$ cat config.mk
export PLATFORM = sky130hd
export DESIGN_NAME = hazard_control_unit_flat
export DESIGN_NICKNAME = d
export VERILOG_FILES = /design/src/rtl/hazard_ctrl_pkg.sv /design/src/rtl/hazard_control_unit_if.sv /design/src/rtl/hazard_control_unit_wait_timer.sv /design/src/rtl/hazard_control_unit.sv /design/src/flat_wrapper.sv
export SDC_FILE = /design/constraint.sdc
export NUM_CORES = 1
export LEC_CHECK = 0
export CAP_MARGIN = 20
export CORE_UTILIZATION = 30
export CTS_CLUSTER_SIZE = 10
export DETAILED_ROUTE_END_ITERATION = 16
export GPL_ROUTABILITY_DRIVEN = 1
export GPL_TIMING_DRIVEN = 0
export PLACE_DENSITY = 0.62
export REMOVE_ABC_BUFFERS = 1
export SLEW_MARGIN = 30
export SYNTH_ARGS = -nofsm -noshare
export SYNTH_HDL_FRONTEND = slang
export SYNTH_SLANG_ARGS = --single-unit
$ cat constraint.sdc
create_clock -name clk_i -period 2.55 [get_ports clk_i]
set_clock_uncertainty 0.15 [all_clocks]
set_input_delay 0.3825 -clock clk_i [delete_from_list [all_inputs] [get_ports clk_i]]
set_output_delay 0.3825 -clock clk_i [all_outputs]
set_load 0.01 [all_outputs]
$ cat src/rtl/hazard_ctrl_pkg.sv
// hazard_ctrl_pkg: FSM state encoding, NOP encoding and the load-use detect helper
package hazard_ctrl_pkg;
    typedef enum logic [1:0] {RUN = 2'd0, BUBBLE = 2'd1, MEM_WAIT = 2'd2, ERROR = 2'd3} state_t;
    localparam logic [31:0] NOP_INSN = 32'h0000_0013;
    function automatic logic load_use(input logic [4:0] rs1, rs2, rd, input logic mem_read);
        return mem_read && rd != 5'd0 && (rd == rs1 || rd == rs2);
    endfunction
endpackage

$ cat src/rtl/hazard_control_unit_if.sv
// hazard_control_unit_if: ID-stage operands, memory handshake in; pipe enables, flush, stall, timeout out
// master drives operands/handshake, slave (the unit) drives the pipeline controls;
// HAZARD_PERF_CNT_EN adds Stall_Cycles/Flush_Count.
interface hazard_control_unit_if;
    logic [4:0] ID_RS1, ID_RS2, ID_EX_RD;
    logic       ID_EX_MemRead, Branch_Taken, Dmem_Req, Dmem_Ready;
    logic       PC_Write, IF_ID_Write, NoOp, IF_ID_Flush, Pipe_Stall, Err_Timeout;
`ifdef HAZARD_PERF_CNT_EN
    logic [31:0] Stall_Cycles;
    logic [15:0] Flush_Count;
    modport master (output ID_RS1, ID_RS2, ID_EX_RD, ID_EX_MemRead, Branch_Taken, Dmem_Req, Dmem_Ready,
                    input PC_Write, IF_ID_Write, NoOp, IF_ID_Flush, Pipe_Stall, Err_Timeout, Stall_Cycles, Flush_Count);
    modport slave (input ID_RS1, ID_RS2, ID_EX_RD, ID_EX_MemRead, Branch_Taken, Dmem_Req, Dmem_Ready,
                   output PC_Write, IF_ID_Write, NoOp, IF_ID_Flush, Pipe_Stall, Err_Timeout, Stall_Cycles, Flush_Count);
`else
    modport master (output ID_RS1, ID_RS2, ID_EX_RD, ID_EX_MemRead, Branch_Taken, Dmem_Req, Dmem_Ready,
                    input PC_Write, IF_ID_Write, NoOp, IF_ID_Flush, Pipe_Stall, Err_Timeout);
    modport slave (input ID_RS1, ID_RS2, ID_EX_RD, ID_EX_MemRead, Branch_Taken, Dmem_Req, Dmem_Ready,
                   output PC_Write, IF_ID_Write, NoOp, IF_ID_Flush, Pipe_Stall, Err_Timeout);
`endif
endinterface

$ cat src/rtl/hazard_control_unit_wait_timer.sv
// hazard_wait_timer: saturating memory-wait counter; i_clr zeroes, i_en counts, o_hit flags MAX_WAIT
module hazard_wait_timer #(
    parameter int MAX_WAIT = 64,
    localparam int W = $clog2(MAX_WAIT + 1)
) (
    input  logic clk_i,
    input  logic rst_i,
    input  logic i_clr,
    input  logic i_en,
    output logic o_hit
);
    logic [W-1:0] r_cnt;
    assign o_hit = r_cnt == W'(MAX_WAIT);
    always_ff @(posedge clk_i or negedge rst_i)
        if (!rst_i) r_cnt <= '0;
        else if (i_clr) r_cnt <= '0;
        else if (i_en && !o_hit) r_cnt <= r_cnt + 1'b1;
endmodule

$ cat src/rtl/hazard_control_unit.sv
// hazard_control_unit: load-use bubbles, branch flush, memory-wait freeze and timeout sequencer
// clk_i/rst_i (async, active-low) plus bus (slave modport); optional HAZARD_PERF_CNT_EN adds
// saturating Stall_Cycles/Flush_Count.
module hazard_control_unit
    import hazard_ctrl_pkg::*;
#(
    parameter int LOAD_USE_BUBBLES = 1,
    parameter int MAX_WAIT = 64
) (
    input logic clk_i,
    input logic rst_i,
    hazard_control_unit_if.slave bus
);
    state_t     r_state, w_next;
    logic [1:0] r_bub, w_bub_next, r_saved, w_saved_next;
    logic       w_hz, w_mw, w_hit, w_clr, w_en;
    logic       w_pc, w_ifid, w_noop, w_flush, w_stall, w_err;
    assign w_hz = load_use(bus.ID_RS1, bus.ID_RS2, bus.ID_EX_RD, bus.ID_EX_MemRead);
    assign w_mw = bus.Dmem_Req && !bus.Dmem_Ready;
    hazard_wait_timer #(.MAX_WAIT(MAX_WAIT)) u_timer (
        .clk_i(clk_i), .rst_i(rst_i), .i_clr(w_clr), .i_en(w_en), .o_hit(w_hit)
    );
    always_ff @(posedge clk_i or negedge rst_i)
        if (!rst_i) begin
            r_state <= RUN;
            r_bub   <= '0;
            r_saved <= '0;
        end else begin
            r_state <= w_next;
            r_bub   <= w_bub_next;
            r_saved <= w_saved_next;
        end
    always_comb begin
        w_next = r_state;
        w_bub_next = r_bub;
        w_saved_next = r_saved;
        w_pc = 1'b1;
        w_ifid = 1'b1;
        w_noop = 1'b0;
        w_flush = 1'b0;
        w_stall = 1'b0;
        w_err = 1'b0;
        w_clr = 1'b0;
        w_en = 1'b0;
        case (r_state)
            RUN, BUBBLE:
                if (w_mw) begin
                    // a wait interrupting a bubble parks the remaining bubble count
                    {w_pc, w_ifid, w_stall} = 3'b001;
                    w_next = MEM_WAIT;
                    w_en = 1'b1;
                    w_saved_next = r_state == BUBBLE ? r_bub : 2'd0;
                end else if (r_state == BUBBLE || w_hz) begin
                    {w_pc, w_ifid, w_noop} = 3'b001;
                    if (r_state == BUBBLE) begin
                        w_bub_next = r_bub - 2'd1;
                        w_next = r_bub == 2'd1 ? RUN : BUBBLE;
                    end else if (LOAD_USE_BUBBLES > 1) begin
                        w_next = BUBBLE;
                        w_bub_next = 2'(LOAD_USE_BUBBLES - 1);
                    end
                end else
                    w_flush = bus.Branch_Taken;
            MEM_WAIT: begin
                {w_pc, w_ifid, w_stall} = 3'b001;
                if (bus.Dmem_Ready) begin
                    w_clr = 1'b1;
                    w_next = r_saved != 2'd0 ? BUBBLE : RUN;
                    w_bub_next = r_saved;
                    w_saved_next = 2'd0;
                end else if (w_hit)
                    w_next = ERROR;
                else
                    w_en = 1'b1;
            end
            ERROR: begin
                {w_pc, w_ifid, w_stall} = 3'b001;
                w_err = 1'b1;
            end
        endcase
    end
    assign bus.PC_Write    = rst_i && w_pc;
    assign bus.IF_ID_Write = rst_i && w_ifid;
    assign bus.NoOp        = !rst_i || w_noop;
    assign bus.IF_ID_Flush = rst_i && w_flush;
    assign bus.Pipe_Stall  = rst_i && w_stall;
    assign bus.Err_Timeout = rst_i && w_err;
`ifdef HAZARD_PERF_CNT_EN
    logic [31:0] r_stall_cycles;
    logic [15:0] r_flush_count;
    always_ff @(posedge clk_i or negedge rst_i)
        if (!rst_i) begin
            r_stall_cycles <= '0;
            r_flush_count  <= '0;
        end else begin
            if (!w_pc && r_stall_cycles != '1) r_stall_cycles <= r_stall_cycles + 32'd1;
            if (w_flush && r_flush_count != '1) r_flush_count <= r_flush_count + 16'd1;
        end
    assign bus.Stall_Cycles = r_stall_cycles;
    assign bus.Flush_Count  = r_flush_count;
`endif
endmodule

$ cat src/flat_wrapper.sv
// flat-port wrapper written by rule: the top's interface ports become plain ports
module hazard_control_unit_flat import hazard_ctrl_pkg::*;
#(
    parameter int LOAD_USE_BUBBLES = 1,
    parameter int MAX_WAIT = 64
)
  (clk_i, rst_i, bus_ID_RS1, bus_ID_RS2, bus_ID_EX_RD, bus_ID_EX_MemRead, bus_Branch_Taken, bus_Dmem_Req, bus_Dmem_Ready, bus_PC_Write, bus_IF_ID_Write, bus_NoOp, bus_IF_ID_Flush, bus_Pipe_Stall, bus_Err_Timeout);
  hazard_control_unit_if bus_i ();
  input logic clk_i;
  input logic rst_i;
  input wire logic [$bits(bus_i.ID_RS1)-1:0] bus_ID_RS1;
  input wire logic [$bits(bus_i.ID_RS2)-1:0] bus_ID_RS2;
  input wire logic [$bits(bus_i.ID_EX_RD)-1:0] bus_ID_EX_RD;
  input wire logic [$bits(bus_i.ID_EX_MemRead)-1:0] bus_ID_EX_MemRead;
  input wire logic [$bits(bus_i.Branch_Taken)-1:0] bus_Branch_Taken;
  input wire logic [$bits(bus_i.Dmem_Req)-1:0] bus_Dmem_Req;
  input wire logic [$bits(bus_i.Dmem_Ready)-1:0] bus_Dmem_Ready;
  output wire logic [$bits(bus_i.PC_Write)-1:0] bus_PC_Write;
  output wire logic [$bits(bus_i.IF_ID_Write)-1:0] bus_IF_ID_Write;
  output wire logic [$bits(bus_i.NoOp)-1:0] bus_NoOp;
  output wire logic [$bits(bus_i.IF_ID_Flush)-1:0] bus_IF_ID_Flush;
  output wire logic [$bits(bus_i.Pipe_Stall)-1:0] bus_Pipe_Stall;
  output wire logic [$bits(bus_i.Err_Timeout)-1:0] bus_Err_Timeout;
  assign bus_i.ID_RS1 = bus_ID_RS1;
  assign bus_i.ID_RS2 = bus_ID_RS2;
  assign bus_i.ID_EX_RD = bus_ID_EX_RD;
  assign bus_i.ID_EX_MemRead = bus_ID_EX_MemRead;
  assign bus_i.Branch_Taken = bus_Branch_Taken;
  assign bus_i.Dmem_Req = bus_Dmem_Req;
  assign bus_i.Dmem_Ready = bus_Dmem_Ready;
  assign bus_PC_Write = bus_i.PC_Write;
  assign bus_IF_ID_Write = bus_i.IF_ID_Write;
  assign bus_NoOp = bus_i.NoOp;
  assign bus_IF_ID_Flush = bus_i.IF_ID_Flush;
  assign bus_Pipe_Stall = bus_i.Pipe_Stall;
  assign bus_Err_Timeout = bus_i.Err_Timeout;
  hazard_control_unit #(.LOAD_USE_BUBBLES(LOAD_USE_BUBBLES), .MAX_WAIT(MAX_WAIT)) u_core (.clk_i(clk_i), .rst_i(rst_i), .bus(bus_i));
endmodule
==> metrics.md <==
| Metric | Value |
|---|---|
| Syn Area/Cell | `9.184 um2` |
| Synth warn | `0` |
| Gr ovfl total | `0` |
| Final Hold Vio Count | `0` |
| Total core area | `3028 um2` |
| Area grow syn2layout | `33.07%` |
| Num rows | `20` |
| Max-slew violations | `0` |
| Fraction of layout cells with a size suffix above 1 | `0.1008` |
| Worst Setup End Kind | `output pin` |
| H-tree depth | `1` |
| EDFF count, synth | `0` |
| Peak VDD IR | `284.7 uV` |
| Via Count | `813` |
| Via-to-Cell Ratio | `4.699` |
| Worst Tran Pin Value | `0.6883 ns` |
| DRT iter0 DRCs | `32` |
| Crit path max-delay cell type | `clkdlybuf4s50_1` |
| Final WL | `2055 um` |
| Max-cap violations | `0` |
| Hold slack | `0.09226 ns` |
| Clock-pin slew on the worst setup and hold paths | `0.08 ns` |
| Family with the most delay on the worst path | `buffers and inverters` |
| Die X | `58.15 um` |
| Highest clock rate | `404.3 MHz` |
| Final period util | `0.9700` |
| Die area | `3381 um2` |
| Largest net degree at the start of global routing | `18` |
| Starting Density | `0.3124` |
| LEAKAGE | `0.0005315 uW` |
| Post-synthesis cell type count | `35` |
| Drt wl/cell | `11.88 um` |
| Total track usage | `0.1389` |
| Port buffer count | `26` |
| Max clock buf depth | `2` |
| R2r setup slk | `0.47 ns` |
| Worst setup path startpoint | `bus_ID_EX_RD[0]` |
| Initial antenna violation count | `0` |
| Crit path buf inv count | `2` |
| Post-synthesis sequential area ratio | `0.3439` |
| Total power | `974.6 uW` |
| Post-route worst setup slack | `0.07645 ns` |
| Crit-path cells | `clkdlybuf4s50_1 > xnor2_1 > nand3_1 > o22ai_1 > a31o_2 > dlygate4sd2_1` |
| Gate count after technology mapping | `103` |
| HPWL Detailed | `1619 um` |
| PD cells | `774.3 nW/um2` |
| Worst hold path class | `in2async` |
| Crit start category | `input port` |
| Die Ht | `58.15 um` |
| CP Data Required Time | `2.02 ns` |
| Outcome | `finished clean` |
| RePlAce Congestion | `0.7638` |
| Worst Setup Path Type | `in2out` |
| DRC Markers | `0` |
| Period minus WS final | `2.474 ns` |
| Post-synth top flop | `dfrtp_1` |
| Layout Nets | `154` |
| Max incr delay on CP | `0.54 ns` |
| Max_slew headroom | `0.5411` |
| Vias in the first global route | `807` |
| CTS root buffer | `clkbuf_4` |
| Crit path DAT | `1.94 ns` |
| Clock Latency Late Sink | `0.28 ns` |
| Filler cells | `315` |
| TritonCTS clock tree | `yes` |
| Number of synthesized register bits | `13` |
| Ports | `27` |
| First-pass GRT wire length | `3594 um` |
| Ys async rst share | `1.000` |
| Diodes inserted | `0` |
| Number of clock sinks | `13` |
| Placement Setup Slack | `-0.4538 ns` |
| Worst-path fanout max | `3` |
| Final setup viols | `0` |
| Synth Cell Area | `945.9 um2` |
| RSZ-0062 raised after global routing | `no` |
| TritonCTS buffer count | `3` |
| Worst r2r src | `u_core.u_timer.r_cnt[0]$_DFFE_PN0P_` |
| Routed Antenna Nets | `0` |
| Drt pass-1 iters | `4` |
-- synthesized netlist by cell type, types with 3 or more instances --
cell	n	area [um2]
nand2_1	13	48.80
dfrtp_1	13	325.3
nor2_1	7	26.28
xnor2_1	11	96.34
and2_1	3	18.77
a22o_1	3	26.28
mux2i_1	5	50.05
ha_1	3	37.54
a21oi_1	4	20.02
nor2b_1	4	25.02
nand3_1	3	15.01
inv_1	4	15.01
-- routing by layer --
layer / global-route usage / wire [um] / vias to the layer above / share of wire
met2: 0.2217 / 942 / 17 / 0.46
met5: 0 / 0 / - / 0
met3: 0.04018 / 84 / 4 / 0.041
met4: 0.04082 / 17 / 0 / 0.0083
li1: - / - / 415 / -
met1: 0.1823 / 1010 / 377 / 0.49
-- registers in the layout, summed over array words and instances, names as in the netlist --
name / flops
u_core.r_bub: 2
u_core.r_saved: 2
u_core.u_timer.r_cnt: 7
u_core.r_state: 2
-- path summary, 6_finish.rpt --
path / to / cells past startpoint
setup / recovery: bus_NoOp / 6
hold / removal: u_core.u_timer.r_cnt[3]$_DFFE_PN0P_ / 1
setup reg to reg: u_core.u_timer.r_cnt[5]$_DFFE_PN0P_ / 6
hold reg to reg: u_core.u_timer.r_cnt[6]$_DFFE_PN0P_ / 1
max in group asynchronous: u_core.u_timer.r_cnt[1]$_DFFE_PN0P_ / 1
min in group clk_i: u_core.u_timer.r_cnt[6]$_DFFE_PN0P_ / 1
-- worst register-to-register path, delay by kind of cell (launching register included) --
kind | cells | cell delay (ns)
and+or+nand+nor | 2 | 0.34
DFF | 1 | 0.41
AOI/OAI and AO/OA | 1 | 0.53
buffers and inverters | 1 | 0.07
adders and majority gates | 1 | 0.18
muxes | 1 | 0.30
-- kinds of logic (layout without fill, tap and decap cells) --
kind of cell | Yosys count | after routing | share of synthesized area
AO/OA/AOI/OAI | 18 | 18 | 0.1561
flip-flops | 13 | 13 | 0.3439
buffers and inverters | 8 | 34 | 0.04761
adder cells (fa/ha/maj) | 3 | 3 | 0.03969
XOR/XNOR | 12 | 12 | 0.1111
multiplexers | 7 | 7 | 0.07672
AND/OR/NAND/NOR | 42 | 42 | 0.2249
-- cell type report --
| class | count | area, um2 | area share |
|---|---|---|---|
| inverters | 4 | 15.01 | 0.01193 |
| repair buffers | 26 | 255.2 | 0.2028 |
| multi-input cells | 82 | 581.8 | 0.4622 |
| clock buffers | 4 | 26.28 | 0.02087 |
| well taps | 44 | 55.05 | 0.04374 |
| flip-flops and latches | 13 | 325.3 | 0.2584 |
-- power breakdown --
| part | switching, uW | internal (uW) | total [uW] |
|---|---|---|---|
| registers | 98.6 | 279 | 378 |
| logic | 223 | 240 | 463 |
| clock network | 73.0 | 60.8 | 134 |
-- cells in the final DEF, fill, tap and decap left out, types with 4 or more instances in the layout --
cell type,count
dfrtp_1,13
nand2_1,13
xnor2_1,11
nor2_1,7
clkdlybuf4s50_1,16
dlygate4sd2_1,7
mux2i_1,5
inv_1,4
-- per-stage QoR --
step,cells,cell area (um2),utilization,TNS [ns]
3_3_place_gp,169,1231,0.4066,-1.533
3_5_place_dp,169,1231,0.4066,-1.655
6_report,173,1259,0.4157,0
2_1_floorplan,99,915.9,-,0
5_1_grt,173,1259,0.4157,0
4_1_cts,173,1259,0.4157,0
-- what timing repair did --
action	CTS	global route
setup endpoints to repair	6	0
hold buffers	0	0
buffers inserted	0	0
gates resized for setup	18	0
Note: power is estimated with default switching activity, not from simulation.
